## src/rtl/mac_const.vh

```
// Shared constants for the MAC drain path: framing modes, FSM encodings and beats per snapshot.
`ifndef MAC_CONST_VH
`define MAC_CONST_VH

`define MAC_SINGLE      2'd0
`define MAC_DUAL        2'd1
`define MAC_QUAD        2'd2

`define MAC_DRAIN_IDLE  1'b0
`define MAC_DRAIN_SEND  1'b1

`define MAC_DRAIN_BEATS 4

`endif

```

## src/rtl/mac_out_drain_pkg.sv

```systemverilog
// Types and framing helper for mac_out_drain, built on the constants in mac_const.vh.
// Build option MAC_DRAIN_DBUF_EN (used by the importing modules) selects double buffering.
`include "mac_const.vh"

package mac_out_drain_pkg;

    typedef enum logic {
        DRAIN_IDLE = `MAC_DRAIN_IDLE,
        DRAIN_SEND = `MAC_DRAIN_SEND
    } drain_state_e;

    localparam int         DRAIN_BEATS = `MAC_DRAIN_BEATS;
    localparam logic [1:0] LAST_BEAT   = 2'(DRAIN_BEATS - 1);

    // A result spans 1, 2 or 4 lanes; unknown modes fall back to single-lane results.
    function automatic logic beat_is_last(input logic [1:0] mode, input logic [1:0] beat);
        case (mode)
            `MAC_DUAL: return beat[0];
            `MAC_QUAD: return beat == LAST_BEAT;
            default:   return 1'b1;
        endcase
    endfunction

endpackage

```

## src/rtl/mac_drain_snap.sv

```systemverilog
// Snapshot storage for mac_out_drain: one entry by default, a two-entry FIFO when
// MAC_DRAIN_DBUF_EN is defined (then it also exposes the entry behind the head).
module mac_drain_snap #(
    parameter int ACC_W = 32
`ifdef MAC_DRAIN_DBUF_EN
    ,
    parameter int CONF_W = 3
`endif
) (
    input  logic                  clk,
    input  logic                  rst,
    input  logic                  push,
    input  logic                  pop,
    input  logic [3:0][ACC_W-1:0] push_data,
`ifdef MAC_DRAIN_DBUF_EN
    input  logic [CONF_W-1:0]     push_cfg,
    output logic [CONF_W-1:0]     nxt_cfg,
    output logic [ACC_W-1:0]      nxt_lane0,
`endif
    output logic [3:0][ACC_W-1:0] head_data,
    output logic                  full
);

`ifdef MAC_DRAIN_DBUF_EN
    logic [1:0][3:0][ACC_W-1:0] data_mem_q, data_mem_d;
    logic [1:0][CONF_W-1:0]     cfg_mem_q, cfg_mem_d;
    logic                       rd_ptr_q, rd_ptr_d;
    logic                       wr_ptr_q, wr_ptr_d;
    logic [1:0]                 count_q, count_d;

    always_comb begin
        // NOTE: every always_comb output gets a default first so no path can infer a latch.
        data_mem_d = data_mem_q;
        cfg_mem_d  = cfg_mem_q;
        rd_ptr_d   = rd_ptr_q;
        wr_ptr_d   = wr_ptr_q;
        count_d    = count_q;
        if (push) begin
            data_mem_d[wr_ptr_q] = push_data;
            cfg_mem_d[wr_ptr_q]  = push_cfg;
            wr_ptr_d             = ~wr_ptr_q;
        end
        if (pop) begin
            rd_ptr_d = ~rd_ptr_q;
        end
        // A push and a pop in the same cycle leave the occupancy unchanged.
        case ({push, pop})
            2'b10:   count_d = count_q + 2'd1;
            2'b01:   count_d = count_q - 2'd1;
            default: count_d = count_q;
        endcase
    end

    always_ff @(posedge clk) begin
        // NOTE: sequential state uses <= so every flop samples pre-edge values together.
        if (rst) begin
            rd_ptr_q <= 1'b0;
            wr_ptr_q <= 1'b0;
            count_q  <= 2'd0;
        end else begin
            rd_ptr_q <= rd_ptr_d;
            wr_ptr_q <= wr_ptr_d;
            count_q  <= count_d;
        end
        // NOTE: payload storage is not reset; it is only ever read behind a nonzero count.
        data_mem_q <= data_mem_d;
        cfg_mem_q  <= cfg_mem_d;
    end

    assign head_data = data_mem_q[rd_ptr_q];
    assign nxt_cfg   = cfg_mem_q[~rd_ptr_q];
    assign nxt_lane0 = data_mem_q[~rd_ptr_q][0];
    assign full      = (count_q == 2'd2);
`else
    logic [3:0][ACC_W-1:0] data_q, data_d;
    logic                  full_q, full_d;

    always_comb begin
        data_d = push ? push_data : data_q;
        full_d = full_q;
        if (push) begin
            full_d = 1'b1;
        end else if (pop) begin
            full_d = 1'b0;
        end
    end

    always_ff @(posedge clk) begin
        if (rst) begin
            full_q <= 1'b0;
        end else begin
            full_q <= full_d;
        end
        data_q <= data_d;
    end

    assign head_data = data_q;
    assign full      = full_q;
`endif

endmodule

```

## src/rtl/mac_out_drain.sv

```systemverilog
// Snapshots the four MAC accumulator lanes and drains them as framed beats on a valid/ready stream.
// Define MAC_DRAIN_DBUF_EN for a two-entry snapshot buffer with bubble-free back-to-back drains.
module mac_out_drain
    import mac_out_drain_pkg::*;
#(
    parameter int MAC_CONF_WIDTH = 3,
    parameter int MAC_MIN_WIDTH  = 8,
    parameter int MAC_ACC_WIDTH  = 4 * MAC_MIN_WIDTH
) (
    input  logic                      clk,
    input  logic                      rst,
    input  logic [MAC_CONF_WIDTH-1:0] cfg,
    input  logic                      capture,
    input  logic [MAC_ACC_WIDTH-1:0]  in0,
    input  logic [MAC_ACC_WIDTH-1:0]  in1,
    input  logic [MAC_ACC_WIDTH-1:0]  in2,
    input  logic [MAC_ACC_WIDTH-1:0]  in3,
    output logic                      capture_ready,
    output logic [MAC_ACC_WIDTH-1:0]  out_data,
    output logic                      out_valid,
    input  logic                      out_ready,
    output logic [1:0]                out_lane,
    output logic                      out_last,
    output logic [MAC_CONF_WIDTH-1:0] out_cfg,
    input  logic                      clr_overrun,
    output logic                      overrun
);

    drain_state_e                   state_q, state_d;
    logic [1:0]                     beat_q, beat_d;
    logic [MAC_ACC_WIDTH-1:0]       out_data_q, out_data_d;
    logic                           out_last_q, out_last_d;
    logic [MAC_CONF_WIDTH-1:0]      out_cfg_q, out_cfg_d;
    logic                           overrun_q, overrun_d;

    logic [3:0][MAC_ACC_WIDTH-1:0]  lanes;
    logic [3:0][MAC_ACC_WIDTH-1:0]  head_data;
    logic                           snap_full;
    logic                           accept;
    logic                           fire;
    logic                           pop;
    logic [1:0]                     beat_nxt;
`ifdef MAC_DRAIN_DBUF_EN
    logic [MAC_CONF_WIDTH-1:0]      nxt_cfg;
    logic [MAC_ACC_WIDTH-1:0]       nxt_lane0;
`endif

    assign lanes         = {in3, in2, in1, in0};
    // The single-entry buffer is full exactly while sending, so this equals state == IDLE there.
    assign capture_ready = !snap_full;
    assign accept        = capture & capture_ready;
    assign out_valid     = (state_q == DRAIN_SEND);
    assign fire          = out_valid & out_ready;
    assign pop           = fire & (beat_q == LAST_BEAT);
    assign beat_nxt      = beat_q + 2'd1;

    mac_drain_snap #(
        .ACC_W     (MAC_ACC_WIDTH)
`ifdef MAC_DRAIN_DBUF_EN
        ,
        .CONF_W    (MAC_CONF_WIDTH)
`endif
    ) u_snap (
        .clk       (clk),
        .rst       (rst),
        .push      (accept),
        .pop       (pop),
        .push_data (lanes),
`ifdef MAC_DRAIN_DBUF_EN
        .push_cfg  (cfg),
        .nxt_cfg   (nxt_cfg),
        .nxt_lane0 (nxt_lane0),
`endif
        .head_data (head_data),
        .full      (snap_full)
    );

    always_comb begin
        state_d    = state_q;
        beat_d     = beat_q;
        out_data_d = out_data_q;
        out_last_d = out_last_q;
        out_cfg_d  = out_cfg_q;
        overrun_d  = overrun_q;

        case (state_q)
            DRAIN_IDLE: begin
                // Beat 0 comes straight from the inputs; the snapshot supplies beats 1..3.
                if (accept) begin
                    state_d    = DRAIN_SEND;
                    beat_d     = 2'd0;
                    out_data_d = in0;
                    out_cfg_d  = cfg;
                    out_last_d = beat_is_last(cfg[1:0], 2'd0);
                end
            end
            DRAIN_SEND: begin
                if (fire && !pop) begin
                    beat_d     = beat_nxt;
                    out_data_d = head_data[beat_nxt];
                    out_last_d = beat_is_last(out_cfg_q[1:0], beat_nxt);
                end else if (pop) begin
                    state_d = DRAIN_IDLE;
                    beat_d  = 2'd0;
`ifdef MAC_DRAIN_DBUF_EN
                    // Chain into the buffered snapshot, or the one arriving this very cycle.
                    if (snap_full) begin
                        state_d    = DRAIN_SEND;
                        out_data_d = nxt_lane0;
                        out_cfg_d  = nxt_cfg;
                        out_last_d = beat_is_last(nxt_cfg[1:0], 2'd0);
                    end else if (accept) begin
                        state_d    = DRAIN_SEND;
                        out_data_d = in0;
                        out_cfg_d  = cfg;
                        out_last_d = beat_is_last(cfg[1:0], 2'd0);
                    end
`endif
                end
            end
            default: state_d = DRAIN_IDLE;
        endcase

        if (capture && !capture_ready) begin
            overrun_d = 1'b1;
        end else if (clr_overrun) begin
            overrun_d = 1'b0;
        end
    end

    always_ff @(posedge clk) begin
        if (rst) begin
            state_q    <= DRAIN_IDLE;
            beat_q     <= 2'd0;
            out_data_q <= '0;
            out_last_q <= 1'b0;
            out_cfg_q  <= '0;
            overrun_q  <= 1'b0;
        end else begin
            state_q    <= state_d;
            beat_q     <= beat_d;
            out_data_q <= out_data_d;
            out_last_q <= out_last_d;
            out_cfg_q  <= out_cfg_d;
            overrun_q  <= overrun_d;
        end
    end

    assign out_data = out_data_q;
    assign out_lane = beat_q;
    assign out_last = out_last_q;
    assign out_cfg  = out_cfg_q;
    assign overrun  = overrun_q;

endmodule

```

## config.mk

```make
export PLATFORM = sky130hd
export DESIGN_NAME = mac_out_drain
export DESIGN_NICKNAME = d
export VERILOG_FILES = /design/src/rtl/mac_out_drain_pkg.sv /design/src/rtl/mac_drain_snap.sv /design/src/rtl/mac_out_drain.sv
export VERILOG_INCLUDE_DIRS = /design/src /design/src/rtl
export SDC_FILE = /design/constraint.sdc
export NUM_CORES = 1
export LEC_CHECK = 0
export ABC_AREA = 1
export CAP_MARGIN = 20
export CELL_PAD_IN_SITES_DETAIL_PLACEMENT = 1
export CELL_PAD_IN_SITES_GLOBAL_PLACEMENT = 1
export CORE_ASPECT_RATIO = 1.4
export CORE_MARGIN = 4
export CORE_UTILIZATION = 34
export DETAILED_ROUTE_END_ITERATION = 8
export GPL_TIMING_DRIVEN = 0
export PLACE_DENSITY_LB_ADDON = 0.15
export SYNTH_ARGS = -nofsm -noshare
export SYNTH_HDL_FRONTEND = slang
export SYNTH_SLANG_ARGS = --single-unit
```

## constraint.sdc

```tcl
create_clock -name clk -period 6.5 [get_ports clk]
set_input_delay 0.975 -clock clk [delete_from_list [all_inputs] [get_ports clk]]
set_output_delay 0.975 -clock clk [all_outputs]
set_load 0.02 [all_outputs]
```

==> results.md <==
* Root Driver: clkbuf_16
* RePlAce Congestion at 0.798
* Via count at 5576
* Reg clk slew, reported paths at 70 ps
* # diodes at 0
* CTS tree: built
* WL/cell at 18.7 um
* Core ar. at 0.0211 mm2
* Post-cts resize count at 0
* CTS sink cnt at 169
* Net count, final at 1021
* Final ANT Viol Nets at 0
* Hold Buf Count CTS at 0
* Met3 routed WL at 627 um
* PwrDens at 273 mW/mm2
* Synth top cells by count: 172 x nand2_1, 128 x edfxtp_1, 100 x nand3_1
* Slew @ Worst Pin at 709 ps
* Layout cells sized above 1 at 12.8%
* GRT Total Usage at 18.5%
* Max-Cap Viols at 0
* Largest net degree at the start of global routing at 39
* DR pass1 iterations at 5
* Crit path buffers/inverters at 1
* Ports at 177
* Crit-path cells: clkdlybuf4s50_1
* IO buf count at 176
* Leak at 3.86 nW
* Worst-Skew Late Latency at 420 ps
* Setup Buffers After CTS at 0
* Iter 0 DRT Violations at 273
* Critical path endpoint category: output port
* Sequential area share after synthesis at 64.2%
* DP Wirelength at 16.2 mm
* Syn Area/Cell at 10.6 um2
* Ys async rst share at 0%
* Max VDD drop at 162 uV
* Relative slew slack at 52.7%
* Period utilisation layout at 39.4%
* Synth Flop Type: edfxtp_1
* CP Class: flip-flop to output port
* First-pass GRT wire length at 34.2 mm
* Die span in y at 181 um
* Post-synth EDFFs at 128
* Gr ovfl total at 0
* Most common cell in the netlist: nand2_1
* Layout Skew at 10.1 ps
* CP delay by family, top: buffers and inverters
* Hold crit path type: flip-flop to flip-flop
* Hold Violations, Final at 0
* Slew Limit Fails at 0
* Metal2 WL at 11.4 mm
* Outcome: finished clean
* FF+latch count, synth at 169
* DR vias/cell at 4.83
* Top cell type's share of synthesized area at 52.9%
* Arrival time worst endpoint at 1590 ps
* Area growth syn-to-layout at 37.9%
* Synth Instances at 682
* Fmax at 390 MHz
* Num CTS Buffers at 17
* Highest Signal Layer: met4
* Pwr Total at 0.00273 W
* Top post-synthesis cells by area: edfxtp_1 53%, dfxtp_1 11%, nand2_1 8.9%
* Unique masters post-synth at 20
* H-tree depth at 4
* Synth warn at 0
* Tmin final at 2560 ps
* Die width at 132 um
* Slowest cell on the critical path: clkdlybuf4s50_1
* Yosys top cell by area: edfxtp_1
* CP required at 5520 ps
* Final setup viols at 0
* Worst setup SP type: flip-flop
* Vias in the first global route at 6238
* Utilization after layout at 47.4%
* DRC Markers at 0
* Met1 WL at 9.21 mm
* Fillcell total at 2299
* Max incr delay on CP at 670 ps
* RSZ-0062 raised after global routing: false
* Clk buf depth at 2
* Max FO, Critical Path at 6
* Routed WL at 21.6 mm
* # rows at 63
* Initial antenna violation count at 0
* Initial core utilization at 34.4%
* Full die area at 0.0238 mm2
* Mapped Area at 0.00726 mm2
* Syn nets at 822
==> metrics by stage <==
step / setup WS, ps / hold WS [ps] / cell area (um2) / instances / setup TNS (ps)
detailed placement: 3580 / 467 / 9450 / 1122 / 0
global placement: -349 / 455 / 9350 / 1118 / -33130
CTS: 3890 / 477 / 10000 / 1154 / 0
global route: 3830 / 498 / 10000 / 1154 / 0
finish: 3940 / 477 / 10000 / 1154 / 0
floorplan: 1670 / 467 / 7270 / 682 / 0
==> per-layer routing <==
metal / vias to the layer above / GRT usage (%)
met5: - / 0
li1: 2724 / -
met3: 23 / 3.62
met4: 0 / 5.88
met2: 117 / 33.4
met1: 2712 / 22.0
==> cell type report <==
class	count	area (um2)	share of cell area [%]
clock buffer	18	429	4.29
tap	260	325	3.25
clock inverter	14	139	1.39
timing repair buffer	180	1850	18.5
inverter	44	165	1.65
buffer	45	292	2.91
sequential	169	4660	46.6
multi-input combinational	424	2150	21.5
==> final timing paths <==
check / start / end / slack (ps) / depth (start not counted)
worst max register to register: out_lane[0] / out_data[17] / 4040 / 9
worst min register to register: out_cfg[2] / out_cfg[2] / 480 / 2
worst min-delay path: out_cfg[2] / out_cfg[2] / 480 / 2
worst max-delay path: out_valid / out_valid / 3940 / 1
==> state kept, by name (all words and copies together) (netlist names) <==
signal	count
out_lane	2
u_snap.head_data	128
u_snap.full	1
out_cfg	3
out_data	32
out_last	1
out_valid	1
overrun	1
==> layout by cell type (no fill, tap or decap), drive strengths merged <==
cell type / netlist / routed
bufinv: 0 / 1
dfxtp: 41 / 41
or2: 1 / 1
edfxtp: 128 / 128
clkinvlp: 0 / 1
buf: 34 / 38
ha: 4 / 4
inv: 44 / 49
o21ai: 3 / 3
nor2: 34 / 34
clkbuf: 11 / 29
nand3: 102 / 102
clkdlybuf4s50: 0 / 176
clkinv: 0 / 7
nand3b: 33 / 33
nand2: 172 / 172
a21oi: 75 / 75
==> where the power goes <==
group / internal (W) / switching, W
Sequential: 0.00125 / 0.0000323
Combinational: 0.000214 / 0.000246
Clock: 0.000538 / 0.000453
Total: 0.00200 / 0.000731
==> cells by family (layout without fill, tap and decap cells) <==
logic type                 count (synthesis)  count (layout)  synth area share [%]
buffers and inverters                     89             301                  6.29
and+or+nand+nor                          342             342                  21.4
adders and majority gates                  4               4                 0.689
DFF                                      169             169                  64.2
AOI/OAI and AO/OA                         78              78                  7.39
Power figures use the tool's default switching activity.
